## config.mk

```make
export PLATFORM = sky130hd
export DESIGN_NAME = sar_search
export DESIGN_NICKNAME = d
export VERILOG_FILES = /design/src/rtl/sar_pkg.sv /design/src/rtl/sar_search.sv
export SDC_FILE = /design/constraint.sdc
export NUM_CORES = 1
export LEC_CHECK = 0
export ABC_AREA = 1
export CAP_MARGIN = 30
export CORE_MARGIN = 2
export CORE_UTILIZATION = 47
export DETAILED_ROUTE_END_ITERATION = 12
export PLACE_DENSITY = 0.84
export RECOVER_POWER = 100
export SETUP_SLACK_MARGIN = 0.3
export SLEW_MARGIN = 20
export SYNTH_ARGS = -nofsm -noshare
export SYNTH_HDL_FRONTEND = slang
export SYNTH_SLANG_ARGS = --single-unit
```

## constraint.sdc

```tcl
create_clock -name clk -period 1.48 [get_ports clk]
set_input_delay 0.296 -clock clk [delete_from_list [all_inputs] [get_ports clk]]
set_output_delay 0.296 -clock clk [all_outputs]
set_load 0.005 [all_outputs]
```

## src/rtl/sar_pkg.sv

```systemverilog
// Shared types for the successive-approximation search controller.
package sar_pkg;

    typedef enum logic [1:0] {
        IDLE  = 2'd0,
        TRIAL = 2'd1,
        DONE  = 2'd2
    } state_t;

endpackage

```

## src/rtl/sar_search.sv

```systemverilog
// Successive-approximation search: drives guess to an external comparator and
// resolves the unknown MSB first. Optional macro: SAR_EARLY_EXIT_EN (stop on equal).
module sar_search
    import sar_pkg::*;
#(
    parameter int WIDTH = 4,
    parameter int CNTW  = $clog2(WIDTH + 1)
) (
    input  logic             clk,
    input  logic             rst,
    input  logic             start,
    input  logic             equal,
    input  logic             more,
    input  logic             less,
    output logic [WIDTH-1:0] guess,
    output logic             busy,
    output logic             done,
    output logic [WIDTH-1:0] result,
    output logic [CNTW-1:0]  trials
);

    localparam int IDXW = (WIDTH > 1) ? $clog2(WIDTH) : 1;
    localparam logic [WIDTH-1:0] MSB_ONLY = WIDTH'(1) << (WIDTH - 1);

    state_t           state;
    logic [IDXW-1:0]  idx;
    logic [CNTW-1:0]  cnt;
    logic [WIDTH-1:0] guess_next;

    // Only less steers the decision; more (and equal when not exiting early)
    // are accepted for interface completeness.
    logic unused_inputs;
    assign unused_inputs = ^{more, equal};

    // Resolve the current bit and arm the next one in the same step.
    always_comb begin
        guess_next = guess;
        if (less) begin
            guess_next[idx] = 1'b0;
        end
        if (idx != '0) begin
            guess_next[idx - IDXW'(1)] = 1'b1;
        end
    end

    always_ff @(posedge clk) begin
        if (rst) begin
            state  <= IDLE;
            idx    <= '0;
            cnt    <= '0;
            guess  <= '0;
            busy   <= 1'b0;
            done   <= 1'b0;
            result <= '0;
            trials <= '0;
        end else begin
            done <= 1'b0;
            case (state)
                IDLE: begin
                    if (start) begin
                        guess <= MSB_ONLY;
                        idx   <= IDXW'(WIDTH - 1);
                        cnt   <= '0;
                        busy  <= 1'b1;
                        state <= TRIAL;
                    end
                end
                TRIAL: begin
                    cnt <= cnt + CNTW'(1);
`ifdef SAR_EARLY_EXIT_EN
                    if (equal) begin
                        busy  <= 1'b0;
                        state <= DONE;
                    end else
`endif
                    if (idx == '0) begin
                        guess <= guess_next;
                        busy  <= 1'b0;
                        state <= DONE;
                    end else begin
                        guess <= guess_next;
                        idx   <= idx - IDXW'(1);
                    end
                end
                DONE: begin
                    done   <= 1'b1;
                    result <= guess;
                    trials <= cnt;
                    state  <= IDLE;
                end
                default: begin
                    state <= IDLE;
                end
            endcase
        end
    end

endmodule

```

Word-level counts from Yosys, hierarchy flattened:

Cells that the tools add are included.

* $add $sub $neg: 2
* order comparisons: 4
* eq/ne operators: 5
* multiplexer cells: 20
* bitwise logic cells: 3
* reductions and logical operators: 10

Operators with widths (number)
* two-way mux 4 bit: 3
* two-way mux 2 bit: 4
* case mux 2 bit (2 select lines): 2
* case mux 4 bit (2 select lines): 1
* < comparator 2 x 3 -> 1 bit, second input constant: 2
* inequality test 2 bit, second input constant: 3
* case mux 3 bit (2 select lines): 1
* AND reduction 3 bit: 2
* two-way mux 1 bit: 5
* bitwise AND 4 bit: 1
* demux 1 bit (select 2 bit): 2
* greater-or-equal comparator 2 x 1 -> 1 bit, second input constant: 2
* zero test 2 bit: 2
* NOT 4 bit: 1
* OR 4 bit: 1
* AND reduction 2 bit: 2
* nonzero test 2 bit: 2
* adder 3 x 1 -> 3 bit, second input constant: 1
* two-way mux 3 bit: 1
* equality test 2 x 1 -> 1 bit, second input constant: 1
* equality test 2 bit, second input constant: 1
* logical AND 1 bit: 2
* case mux 1 bit (2 select lines): 1
* subtractor 2 x 1 -> 2 bit, second input constant: 1

* bits in registers: 20
* input bits: 6
* logic and storage cells: 52

Longest topological paths before layout:

Gate-level depths: netlist of run 1.

* depth in word-level cells: 10
* gate-level depth with buffers: 8
* gate-level depth less buffers: 8

Least setup slack after synthesis of run 1:

No wires, ideal clock.

* path type: flip-flop to flip-flop
* start point: register idx[0]
* end point: register idx[0]
* setup time: 0.122 ns
* arrival time: 1.058 ns
* path slack: 0.299 ns
* stages on the path, launching flop included: 8
* buffers on the path: 0
* cell sequence: dfxtp_1 -> inv_1 -> ha_1 -> nor2_1 -> nor2_1 -> nand2_1 -> nand2_1 -> nor2_1

* word-level cells in the longest chain between the ends: 3

RTL lines
* start: declaration: RTL line sar_search.sv:26 `logic [IDXW-1:0] idx;`
* start signal: assignment: RTL line sar_search.sv:62 `idx <= IDXW'(WIDTH - 1);`
* start signal: assignment: RTL line sar_search.sv:82 `idx <= idx - IDXW'(1);`
* subtractor 2 x 1 -> 2 bit or zero test 2 bit (tied branches): RTL line sar_search.sv:82, sar_search.sv:76
* two-way mux 2 bit or inequality test 2 bit (tied branches)
* case mux 2 bit (2 select lines) or AND reduction 3 bit (tied branches)

Several ways; a longest one is shown, not always the timed one. The select of a mux whose other input is x is not followed.
A chain may end at the register's enable or synchronous reset.

Final worst setup path of run 1:

* start point: register trials[0]
* end point: output port trials[0]

RTL lines
* start: declaration: RTL line sar_search.sv:19 `output logic [CNTW-1:0] trials`
* start signal: assignment: RTL line sar_search.sv:88 `trials <= cnt;`

No word-level cell between the ends.

==> impl_metrics.csv, run 1 <==
group,metric,value,unit
cts,clock-sinks,20,
worst_hold_path,timing.hold.worst.class,"reg -> reg",
timing,final.hold.worst_slack,0.480,ns
synthesis,post_synthesis_area_per_instance,7.53,um^2
synthesis,yosys_register_bits,20,
synthesis,synth_most_common_cell,"sky130_fd_sc_hd__nor2_1",
floorplanning,fp.dieH,46.0,um
timing,setup_tns,0,ns
power_and_ir_drop,power.leakage,0.505,nW
timing,finalSetupViolCount,0,
layout,layout-drive-gt1-share,0.147,
worst_hold_path,worst_hold_path.endpoint,"result[1]",
floorplanning,dieWidth,46.0,um
layout,final_net_count,148,
global_route,grt_usage,0.186,
layout,syn_to_final_growth,34.4,%
synthesis,synthesis.yosys.warnings,0,
critical_path,critical-path-slowest-cell,"sky130_fd_sc_hd__dfxtp_2",
synthesis,post_synth_and_or_nand_nor_area_fraction,0.275,
placement,post_dp_cell_area,1010,um^2
critical_path,r2r_cells,6,
synthesis,syn-instance-count,110,
timing,worst-slew-pin-transition,0.340,ns
synthesis,synthTopCellsByArea,"sky130_fd_sc_hd__dfxtp_1 (48%), sky130_fd_sc_hd__nor2_1 (12%), sky130_fd_sc_hd__nand2_1 (10%)",
synthesis,ys_async_sr_fraction,0,
timing,max_clock_freq,834,MHz
placement,placement.io_buffers,16,
global_route,via_count_of_the_first_global_routing_pass,692,
critical_path,worst-path-buf-inv,1,
critical_path,endpoint_kind,"output pin",
timing,hold_viol_final,0,
floorplanning,ios,19,
synthesis,synth.largest_area_cell,"sky130_fd_sc_hd__dfxtp_1",
timing,max-slew-margin-rel,0.772,
detailed_routing,number_of_drc_violations_after_detailed_routing_iteration_0,17,
critical_path,r2r_setup_slk,0.32,ns
synthesis,synth_enable_flop_cells,0,
synthesis,synthAdderAreaFrac,0.0755,
detailed_routing,route.vias.total,801,
layout,final_cells,153,
cts,total_clock_buffers_created_by_cts,3,
critical_path,crit-reg2reg-capture,"cnt[2]",
critical_path,critPathArrivalTime,0.90,ns
floorplanning,placementRows,15,
power_and_ir_drop,vdd.ir_drop.worst,879,uV
floorplanning,floorplan.die_area,2110,um^2
synthesis,synthMuxAreaShare,0,
detailed_routing,detailed_routing_iterations_pass_1,4,
detailed_routing,wirelength,1740,um
worst_hold_path,hp-start,"result[1]",
timing,finalWorstPathRequiredPeriod,1.20,ns
synthesis,flip_flop_cell_with_the_highest_count_after_synthesis,"sky130_fd_sc_hd__dfxtp_1",
synthesis,synth_common_cells,"sky130_fd_sc_hd__nor2_1 (27), sky130_fd_sc_hd__nand2_1 (22), sky130_fd_sc_hd__dfxtp_1 (20)",
detailed_routing,ant_nets,0,
cts,insertion_delay,0.30,ns
critical_path,r2r-start,"state[1]",
synthesis,post_synth_xor_area_fraction,0.0106,
global_route,initial_antenna_violation_count,0,
critical_path,critical-path-top-delay-family,"flip-flops",
placement,final_weighted_congestion_of_routability_driven_global_placement,0.888,
cts,cts.htree.levels,1,
global_route,grt_first_pass_wirelength,2790,um
layout,n_antenna_cell,0,
timing,layout_worst_path_cycle_share,0.810,
cts,clock_tree_from_tritoncts,"yes",
detailed_routing,routedWlPerCell,11.4,um
synthesis,dominant_combinational_cell_family_by_area_after_synthesis,"simple AND/OR/NAND/NOR gates",
floorplanning,initial_standard_cell_utilization_of_the_core,0.490,
global_route,gr-total-overflow,0,
cts,clock_transition_at_path_regs,0.11,ns
cts,cts_max_path_buffers,2,
synthesis,synth_fp_nets,121,
job,drv.max_cap_violation_count,0,
critical_path,cp.required,1.18,ns
placement,place_hpwl,1170,um
critical_path,timing.setup.critical_path_class,"reg -> out",
layout,layout.filler_cells,144,
global_route,grt_start_max_net_pins,13,
critical_path,crit_fanout,2,
synthesis,ys_types,17,
timing,clock_skew,0.00182,ns
run_status,status,"finished clean",
power_and_ir_drop,power_density,1010,nW/um^2
synthesis,post_synthesis_compound_gate_area_fraction,0.103,
critical_path,critical_path.startpoint_type,"register",
layout,post-route-cell-area,1110,um^2
critical_path,max_stage_delay,0.34,ns
worst_hold_path,holdPathStages,2,
detailed_routing,drc_errors,0,
synthesis,synth_top_area_share,0.483,
cts,root_buffer_cell,"sky130_fd_sc_hd__clkbuf_4",
critical_path,chain_of_cells_forming_the_critical_path,"clkdlybuf4s25_1",
synthesis,mappedNetlistArea,828,um^2
timing,setup_repair_after_global_routing_missed_its_margin,"true",
floorplanning,floorplan.core_area,1690,um^2
synthesis,seq_area_frac_synth,0.483,
detailed_routing,detail_route.vias_per_cell,5.24,
placement,placedCellCount,142,
power_and_ir_drop,total_power,1.13,mW
timing,timing.final.max_slew_violations,0,
## area by class of cell
| class | instances | area (um^2) | share of cell area |
|---|---|---|---|
| clock buffer | 4 | 36.3 | 0.0326 |
| inverter | 9 | 38.8 | 0.0348 |
| tap | 17 | 21.3 | 0.0191 |
| sequential | 20 | 408 | 0.366 |
| multi-input combinational | 79 | 394 | 0.354 |
| timing repair buffer | 24 | 215 | 0.193 |
## per-stage QoR
stage,util,setup WS (ns)
after floorplan,-,0.326
after global placement,0.598,0.112
after detailed placement,0.598,0.0943
after CTS,0.656,0.287
after global routing,0.659,0.180
final,0.659,0.281
## timing repair
item                                    4_1_cts  5_1_grt
hold buffers                                  0        0
resized for setup                            40        9
pin swaps                                     1        1
gates cloned                                  0        0
endpoints found under the setup margin       18       17
buffers inserted                              5        2
## worst max-delay path by stage
stage               from   endpoint  slack, ns  cells after the start
3_5_place_dp       start   guess[2]       0.09                      6
5_1_grt         state[1]     cnt[2]       0.18                      6
3_3_place_gp       start   guess[2]       0.11                      6
4_1_cts         guess[0]   guess[0]       0.29                      1
6_report       trials[0]  trials[0]       0.28                      1
2_1_floorplan     idx[0]     idx[0]       0.33                      7
## state kept, by name, indices dropped and copies added, names as in the netlist
signal,flops
trials,3
busy,1
done,1
idx,2
guess,4
cnt,3
result,4
state,2
## layer usage
metal | vias to the layer above | track usage | share of wire
met1 | 366 | 0.214 | 0.44
met3 | 4 | 0.0357 | 0.054
met5 | - | 0 | 0
met4 | 0 | 0.0971 | 0.0069
li1 | 401 | - | -
met2 | 30 | 0.319 | 0.50
## placed cells by master, fill, tap and decap left out, types with 2 or more instances in the layout
cell type	count
sky130_fd_sc_hd__nor2_1	27
sky130_fd_sc_hd__nand2_1	23
sky130_fd_sc_hd__dfxtp_1	16
sky130_fd_sc_hd__clkdlybuf4s15_1	10
sky130_fd_sc_hd__o21ai_0	9
sky130_fd_sc_hd__inv_1	7
sky130_fd_sc_hd__buf_4	7
sky130_fd_sc_hd__a21oi_1	5
sky130_fd_sc_hd__nand3_1	4
sky130_fd_sc_hd__ha_1	4
sky130_fd_sc_hd__clkbuf_4	4
sky130_fd_sc_hd__dfxtp_2	3
sky130_fd_sc_hd__inv_4	2
sky130_fd_sc_hd__clkdlybuf4s50_1	2
sky130_fd_sc_hd__clkdlybuf4s25_1	2
## cells by family after synthesis
group                    after synthesis
AND/OR/NAND/NOR                       57
flip-flops                            20
AO/OA/AOI/OAI                         16
buffers and inverters                 11
adder cells (fa/ha/maj)                5
XOR/XNOR                               1
## power breakdown
group	leakage (nW)	switching [mW]	total (mW)	internal [mW]
Sequential	0.165	0.0277	0.601	0.573
Clock	0.0210	0.164	0.314	0.150
Combinational	0.319	0.116	0.214	0.0978
Power figures use the tool's default switching activity.
==> run 2: changes to the inputs <==
==> constraint.sdc (replaced) <==
create_clock -name clk -period 1.3 [get_ports clk]
set_input_delay 0.26 -clock clk [delete_from_list [all_inputs] [get_ports clk]]
set_output_delay 0.26 -clock clk [all_outputs]
set_load 0.005 [all_outputs]
==> run 2 against run 1 <==
Net effect: clock skew grew 0.0017 ns; utilization up 6.1 points; clock power increased by 64%; flip-flop and latch count stayed put; cell area grew 9.2%; non-clock buffer count increased by 7; setup slack got worse by 0.079 ns; worst hold slack better by 0.0070 ns.
==> impl_metrics.csv, run 2 (synthesis gave the netlist of run 1 again) <==
group,metric,value,unit
timing,setup_repair_after_global_routing_missed_its_margin,"true",
critical_path,chain_of_cells_forming_the_critical_path,"buf_4 -> nand2_1 -> inv_2 -> nor2_1 -> nor2_1",
critical_path,critPathArrivalTime,1.32,ns
layout,most-common-layout-cells,"sky130_fd_sc_hd__nor2_1 (24), sky130_fd_sc_hd__nand2_1 (21), sky130_fd_sc_hd__dfxtp_1 (17), sky130_fd_sc_hd__buf_4 (14), sky130_fd_sc_hd__o21ai_0 (8)",
global_route,initial_antenna_violation_count,0,
power_and_ir_drop,total_power,1.52,mW
global_route,grt_start_max_net_pins,13,
critical_path,max_stage_delay,0.34,ns
worst_hold_path,timing.hold.worst.class,"reg -> reg",
layout,top_flop_regs,"guess: 4 flops, result: 4 flops",
detailed_routing,number_of_drc_violations_after_detailed_routing_iteration_0,12,
global_route,grt_first_pass_wirelength,3040,um
layout,syn_to_final_growth,46.8,%
critical_path,worst_path_most_repeated_cell,"sky130_fd_sc_hd__nor2_1",
cts,hold_buffers,0,
cts,clock-sinks,20,
layout,post_layout_util,0.720,
floorplanning,floorplan.core_area,1690,um^2
floorplanning,fp.dieH,46.0,um
floorplanning,floorplan.die_area,2110,um^2
layout,layout.filler_cells,127,
detailed_routing,ant_nets,0,
global_route,gr-total-overflow,0,
critical_path,critical-path-slowest-cell,"sky130_fd_sc_hd__dfxtp_1",
cts,cts.htree.levels,1,
detailed_routing,detail_route.vias_per_cell,5.29,
timing,worst-slew-pin-transition,0.350,ns
run_status,status,"finished clean",
timing,finalWorstPathRequiredPeriod,1.10,ns
floorplanning,placementRows,15,
power_and_ir_drop,power.leakage,0.559,nW
timing,layout_worst_path_cycle_share,0.845,
placement,placedCellCount,144,
worst_hold_path,holdPathStages,2,
placement,place_hpwl,1250,um
floorplanning,initial_standard_cell_utilization_of_the_core,0.490,
critical_path,r2r_setup_slk,0.20,ns
timing,timing.final.max_slew_violations,0,
cts,total_clock_buffers_created_by_cts,3,
layout,layout-drive-gt1-share,0.343,
layout,final_net_count,155,
job,drv.max_cap_violation_count,0,
critical_path,crit_fanout,9,
detailed_routing,drc_errors,0,
critical_path,r2r_cells,5,
timing,clock_skew,0.00349,ns
layout,final_cells,160,
power_and_ir_drop,vdd.ir_drop.worst,794,uV
critical_path,r2r-start,"state[1]",
critical_path,crit-reg2reg-capture,"trials[1]",
timing,hold_viol_final,0,
cts,insertion_delay,0.31,ns
global_route,grt_usage,0.207,
floorplanning,dieWidth,46.0,um
cts,cts_max_path_buffers,2,
detailed_routing,routedWlPerCell,12.3,um
layout,multi_input_area,443,um^2
layout,mostFrequentLayoutCell,"sky130_fd_sc_hd__nor2_1",
detailed_routing,route.vias.total,847,
floorplanning,ios,19,
layout,n_antenna_cell,0,
power_and_ir_drop,power_density,1250,nW/um^2
detailed_routing,detailed_routing_iterations_pass_1,4,
worst_hold_path,worst_hold_path.endpoint,"trials[2]",
cts,root_buffer_cell,"sky130_fd_sc_hd__clkbuf_4",
placement,placement.io_buffers,16,
critical_path,endpoint_kind,"register",
critical_path,timing.setup.critical_path_class,"reg -> reg",
timing,finalSetupViolCount,0,
worst_hold_path,hp-start,"trials[2]",
critical_path,critical_path.startpoint_type,"register",
cts,clock_tree_from_tritoncts,"yes",
timing,max-slew-margin-rel,0.766,
timing,max_clock_freq,910,MHz
global_route,via_count_of_the_first_global_routing_pass,707,
detailed_routing,wirelength,1960,um
placement,final_weighted_congestion_of_routability_driven_global_placement,0.798,
cts,clock_transition_at_path_regs,0.12,ns
layout,regArea,412,um^2
critical_path,cp.required,1.52,ns
run 2: per-layer routing:
layer,vias to the layer above,share of wire,track usage
li1,421,-,-
met1,388,0.41,0.231
met2,31,0.50,0.361
met3,7,0.059,0.0476
met4,0,0.035,0.103
met5,-,0,0
run 2: worst max path at each step:
| stage | cells after the start | endpoint | from | slack [ns] |
|---|---|---|---|---|
| 2_1_floorplan | 4 | idx[0] | idx[1] | 0.30 |
| 3_3_place_gp | 6 | guess[2] | start | -0.03 |
| 3_5_place_dp | 6 | guess[2] | start | -0.07 |
| 4_1_cts | 8 | guess[1] | idx[0] | 0.22 |
| 5_1_grt | 5 | trials[1] | state[1] | 0.10 |
| 6_report | 5 | trials[1] | state[1] | 0.20 |
run 2: final cells by class:
cell class,count,share of cell area
clock buffers,3,0.0185
flip-flops and latches,20,0.338
well taps,17,0.0175
multi-input cells,79,0.364
clock inverters,1,0.0247
inverters,9,0.0360
repair buffers,31,0.201
run 2: worst max-delay path, delay by kind of cell (launching register included):
family / cells / cell delay (ns)
simple gates: 3 / 0.39
flops: 1 / 0.34
buf+inv: 2 / 0.27
run 2: where the power goes:
part           internal [mW]  switching (mW)
Sequential             0.652          0.0329
Clock                  0.312           0.203
Combinational          0.158           0.166
Total                   1.12           0.402
run 2: through the flow:
| stage | hold WS, ns | setup TNS, ns | worst slack (ns) | cell area (um^2) |
|---|---|---|---|---|
| 2_1_floorplan | 0.454 | 0 | 0.301 | 851 |
| 3_3_place_gp | 0.452 | -0.0394 | -0.0290 | 1040 |
| 3_5_place_dp | 0.458 | -0.167 | -0.0662 | 1040 |
| 4_1_cts | 0.474 | 0 | 0.223 | 1130 |
| 5_1_grt | 0.505 | 0 | 0.103 | 1220 |
| 6_report | 0.487 | 0 | 0.202 | 1220 |
run 2: timing repair:
action	4_1_cts	5_1_grt
pin swaps	1	1
setup endpoints to repair	29	29
setup buffers	9	3
resized for setup	73	24
